**src/rtl/crom_loader.sv**
```systemverilog
// Coefficient RAM writer: assembles COEF_WIDTH-bit words from an MSB-first byte stream and
// writes them to sequential addresses 0..TAPS-1, then flags the table as loaded.
module crom_loader #(
    parameter int unsigned COEF_WIDTH = 24,
    parameter int unsigned TAPS       = 256,
    parameter int unsigned MAX_ADR    = 8
) (
    input  logic                         clk,
    input  logic                         reset,
    input  logic                         load_start,
    input  logic                         byte_valid,
    input  logic [7:0]                   byte_data,
    output logic                         byte_ready,
    output logic                         wr_en,
    output logic [MAX_ADR-1:0]           wr_addr,
    output logic signed [COEF_WIDTH-1:0] wr_data,
    output logic                         busy,
    output logic                         loaded,
    output logic                         done
);

    localparam int unsigned BYTES = COEF_WIDTH / 8;
    localparam int unsigned BCW   = (BYTES > 1) ? $clog2(BYTES) : 1;
    localparam logic [BCW-1:0]     LAST_BYTE = BCW'(BYTES - 1);
    localparam logic [MAX_ADR-1:0] LAST_WORD = MAX_ADR'(TAPS - 1);

    typedef enum logic [0:0] {StIdle, StLoad} state_e;

    state_e                  state_q, state_d;
    logic [BCW-1:0]          byte_cnt_q, byte_cnt_d;
    logic [MAX_ADR-1:0]      word_cnt_q, word_cnt_d;
    logic [COEF_WIDTH-1:0]   shift_q, shift_d, shift_next;
    logic                    wr_en_q, wr_en_d;
    logic [MAX_ADR-1:0]      wr_addr_q, wr_addr_d;
    logic [COEF_WIDTH-1:0]   wr_data_q, wr_data_d;
    logic                    loaded_q, loaded_d;
    logic                    done_q, done_d;
    logic                    accept;

    assign accept     = byte_valid && (state_q == StLoad);
    // Oldest byte falls off the top; the final byte of a word completes it in place.
    assign shift_next = COEF_WIDTH'({shift_q, byte_data});

    always_comb begin
        state_d    = state_q;
        byte_cnt_d = byte_cnt_q;
        word_cnt_d = word_cnt_q;
        shift_d    = shift_q;
        wr_en_d    = 1'b0;
        wr_addr_d  = wr_addr_q;
        wr_data_d  = wr_data_q;
        loaded_d   = loaded_q;
        done_d     = 1'b0;

        case (state_q)
            StIdle: begin
                if (load_start) begin
                    state_d    = StLoad;
                    byte_cnt_d = '0;
                    word_cnt_d = '0;
                    shift_d    = '0;
                    loaded_d   = 1'b0;
                end
            end
            StLoad: begin
                // Restart beats any byte arriving in the same cycle, including the last one.
                if (load_start) begin
                    byte_cnt_d = '0;
                    word_cnt_d = '0;
                    shift_d    = '0;
                end else if (accept) begin
                    shift_d = shift_next;
                    if (byte_cnt_q == LAST_BYTE) begin
                        byte_cnt_d = '0;
                        wr_en_d    = 1'b1;
                        wr_addr_d  = word_cnt_q;
                        wr_data_d  = shift_next;
                        word_cnt_d = word_cnt_q + MAX_ADR'(1);
                        if (word_cnt_q == LAST_WORD) begin
                            state_d    = StIdle;
                            word_cnt_d = '0;
                            done_d     = 1'b1;
                            loaded_d   = 1'b1;
                        end
                    end else begin
                        byte_cnt_d = byte_cnt_q + BCW'(1);
                    end
                end
            end
            default: state_d = StIdle;
        endcase
    end

    always_ff @(posedge clk) begin
        if (reset) begin
            state_q    <= StIdle;
            byte_cnt_q <= '0;
            word_cnt_q <= '0;
            shift_q    <= '0;
            wr_en_q    <= 1'b0;
            wr_addr_q  <= '0;
            wr_data_q  <= '0;
            loaded_q   <= 1'b0;
            done_q     <= 1'b0;
        end else begin
            state_q    <= state_d;
            byte_cnt_q <= byte_cnt_d;
            word_cnt_q <= word_cnt_d;
            shift_q    <= shift_d;
            wr_en_q    <= wr_en_d;
            wr_addr_q  <= wr_addr_d;
            wr_data_q  <= wr_data_d;
            loaded_q   <= loaded_d;
            done_q     <= done_d;
        end
    end

    assign byte_ready = (state_q == StLoad);
    assign busy       = (state_q == StLoad);
    assign wr_en      = wr_en_q;
    assign wr_addr    = wr_addr_q;
    assign wr_data    = wr_data_q;
    assign loaded     = loaded_q;
    assign done       = done_q;

endmodule
```
**config.mk**
```make
export PLATFORM = sky130hd
export DESIGN_NAME = crom_loader
export DESIGN_NICKNAME = d
export VERILOG_FILES = /design/src/rtl/crom_loader.sv
export SDC_FILE = /design/constraint.sdc
export NUM_CORES = 1
export LEC_CHECK = 0
export ABC_AREA = 1
export ABC_CLOCK_PERIOD_IN_PS = 1200
export CAP_MARGIN = 20
export CORE_AREA = 8 8 135 74
export DETAILED_ROUTE_END_ITERATION = 10
export DIE_AREA = 0 0 143 82
export GPL_TIMING_DRIVEN = 1
export PLACE_DENSITY_LB_ADDON = 0.15
export SLEW_MARGIN = 20
export SYNTH_ARGS = -nofsm -noshare
export SYNTH_HDL_FRONTEND = slang
export SYNTH_SLANG_ARGS = --single-unit
export TNS_END_PERCENT = 30
```
**constraint.sdc**
```tcl
create_clock -name clk -period 1.2 [get_ports clk]
set_input_delay 0.18 -clock clk [delete_from_list [all_inputs] [get_ports clk]]
set_output_delay 0.18 -clock clk [all_outputs]
set_load 0.01 [all_outputs]
```
==> impl_metrics.toml <==
[run_status]
outcome = "finished with violations"
failed_checks = "setup timing"

[yosys]
netlist_instances = 306
yosys_warnings = 0
ys_seq_area_share_pct = 52.4
syn_area_per_cell_um2 = 7.74
netlist_area_um2 = 2370
synth_nets = 319
ys_seq_elements = 62
synth_cell_types = 22

[die]
start_util_pct = 28.7
die_area_um2 = 11700
die_height_um = 82
die_w_um = 143
coreArea_um2 = 8260
rows = 24
io_pins = 49

[place]
gp_congestion = 0.802
detailed_place_hpwl_um = 5070
placed_cells = 493
numPortBuffers = 48
place_area_um2 = 3230

[clock_tree]
cts_tree = "yes"
cts_hold_buf = 0
clkTransAtPathRegs_ns = 0.05
clock_sinks = 62
ctsLongestPathBuffers = 2
cts-root-buf = "clkbuf_16"
cts_buffers = 9
cts.htree.levels = 3
clk_latency_ns = 0.32

[sta]
worst_pin_slew_ns = 0.302
final.min_clock_period_ns = 1.22
setup_ws_ns = -0.0197
hold_viol = 0
max_freq_mhz = 820
skew_ns = 0.00777
setup_tns_ns = -0.0426
setup_viol = 3
slew_headroom_pct = 79.8
drv_slew = 0
period_share_pct = 102
rsz0062_at_grt = "true"

[global_routing]
grt-ovfl-total = 0
grt_pass1_vias = 2075
grt_max_degree = 29
grt_use_total_pct = 12.4
antenna_found_initial = 0
grt_pass1_wl_um = 11100

[job]
maxCapViolCount = 0

[layout]
final_area_um2 = 3770
drive_above_1_share_pct = 30.0
fin_util_pct = 45.7
final_cells = 517
final_common_cell = "nand2_1"
nNetsFinal = 409
antenna_cells = 0
areaGrowthSynthToFinish_pct = 59.3
mostFrequentLayoutCells = "nand2_1, dfxtp_1, nor2_1"

[setup_path]
crit_required_ns = 1.45
crit_fanout = 13
critical-path-max-stage-delay_ns = 0.33
crit_family = "simple AND/OR/NAND/NOR gates"
rr_worst_depth = 8
start_kind = "flip-flop"
crit_chain = "inv_2 -> nor2_4 -> nand2_4 -> nor2_8 -> buf_12 -> clkbuf_16 -> nand2_1 -> a21oi_2"
crit_path_end_kind = "flip-flop"
cp.arrival_ns = 1.47
cp_num_buf_inv = 3
crit_type = "flip-flop to flip-flop"
cp_slowest_cell = "dfxtp_2"
cp.depth = 8

[pwr]
finalPower_mw = 4.75
p_sw_share_pct = 21.7
pwr-share-seq_pct = 44.2
power_density_nw_per_um2 = 1260
combPwrFrac_pct = 6.6
p_int_mw = 3.72
p_clk_share_pct = 49.2
p_leak_nw = 1.68
max-vdd-ir-drop_mv = 0.773
p_sw_mw = 1.03

[route]
dr.pass1.iters = 4
via_per_inst = 4.40
routed_wl_um = 7390
post-route-drc-count = 0
drt-initial-drc-count = 178
vias = 2277
routedWlPerCell_um = 14.3
ant_nets = 0

[hold_path]
hold_depth = 3
min_path_type = "input pin to flip-flop"
stage by stage:
stage               setup WS (ns)  hold WS, ns
finish                    -0.0197        0.457
global route              -0.0946        0.466
CTS                       -0.0453        0.443
detailed placement         -0.403        0.456
global placement           -0.401        0.455
floorplan                 0.00143        0.283
tightest hold or removal path, delay by kind of cell:
kind / cells / cell delay [ns]
buf+inv: 1 / 0.43
simple gates: 2 / 0.12
registers in the layout (all words and copies together) (netlist names):
signal / cells
wr_data: 24
shift_q: 16
word_cnt_q: 8
wr_addr: 8
byte_cnt_q: 2
busy: 1
done: 1
loaded: 1
wr_en: 1
what timing repair did:
item                       4_1_cts  5_1_grt
setup buffers                    0        6
setup endpoints to repair       76       49
cloned                           0        3
pin swaps                        6       11
hold endpoints to repair         0        0
gates resized for setup         54       64
final timing paths:
check	from	end	slack, ns
worst max-delay path	byte_cnt_q[1]$_SDFFE_PP0P_	wr_data[5]$_SDFFE_PP0P_	-0.02
worst min-delay path	byte_data[3]	wr_data[3]$_SDFFE_PP0P_	0.46
worst max register to register	byte_cnt_q[1]$_SDFFE_PP0P_	wr_data[5]$_SDFFE_PP0P_	-0.02
worst min register to register	shift_q[13]$_SDFFE_PP0P_	shift_q[13]$_SDFFE_PP0P_	0.47
synthesized netlist by cell type:
cell	number	area [um2]
nand2_1	77	289
dfxtp_1	62	1240
nor2_1	48	180
a21oi_1	38	190
o21ai_0	25	125
inv_1	11	41.3
nand3_1	11	55.1
buf_6	7	78.8
clkbuf_1	5	18.8
inv_2	4	15.0
nand2_2	4	25.0
nor3_1	4	20.0
buf_1	1	3.75
buf_4	1	7.51
ha_1	1	12.5
inv_4	1	6.26
nor2_2	1	6.26
nor2_4	1	11.3
nor2_8	1	20.0
o21ai_1	1	5.00
o22ai_1	1	6.26
xor2_1	1	8.76
routing by layer:
layer | vias to the layer above | wire [um] | track usage [%]
li1 | 1162 | - | -
met1 | 1055 | 3970 | 17.6
met2 | 52 | 2830 | 16.3
met3 | 8 | 529 | 5.63
met4 | 0 | 61 | 3.47
met5 | - | 0 | 0
kinds of logic after synthesis:
kind of cell,share of synthesized area (%)
fa+ha+maj,0.528
xor+xnor,0.370
buf+inv,7.24
simple gates,25.6
compound gates,13.8
flops,52.4
layout make-up:
| type | instances | area, um2 |
|---|---|---|
| Clock buffer | 14 | 264 |
| Timing Repair inverter | 1 | 8.76 |
| Clock inverter | 1 | 5.00 |
| Sequential cell | 62 | 1260 |
| Timing Repair Buffer | 92 | 871 |
| Tap cell | 117 | 146 |
| Inverter | 16 | 75.1 |
| Multi-Input combinational cell | 214 | 1140 |
| Fill cell | 835 | 4490 |
power groups by stage:
| stage | clock (mW) | combinational (mW) | sequential [mW] |
|---|---|---|---|
| after floorplan | 0 | 0.112 | 2.15 |
| after global placement | 0 | 0.283 | 2.14 |
| after detailed placement | 0 | 0.281 | 2.14 |
| after CTS | 2.41 | 0.275 | 2.10 |
| after global routing | 2.51 | 0.337 | 2.10 |
| final | 2.34 | 0.312 | 2.10 |
Note: power is estimated with default switching activity, not from simulation.
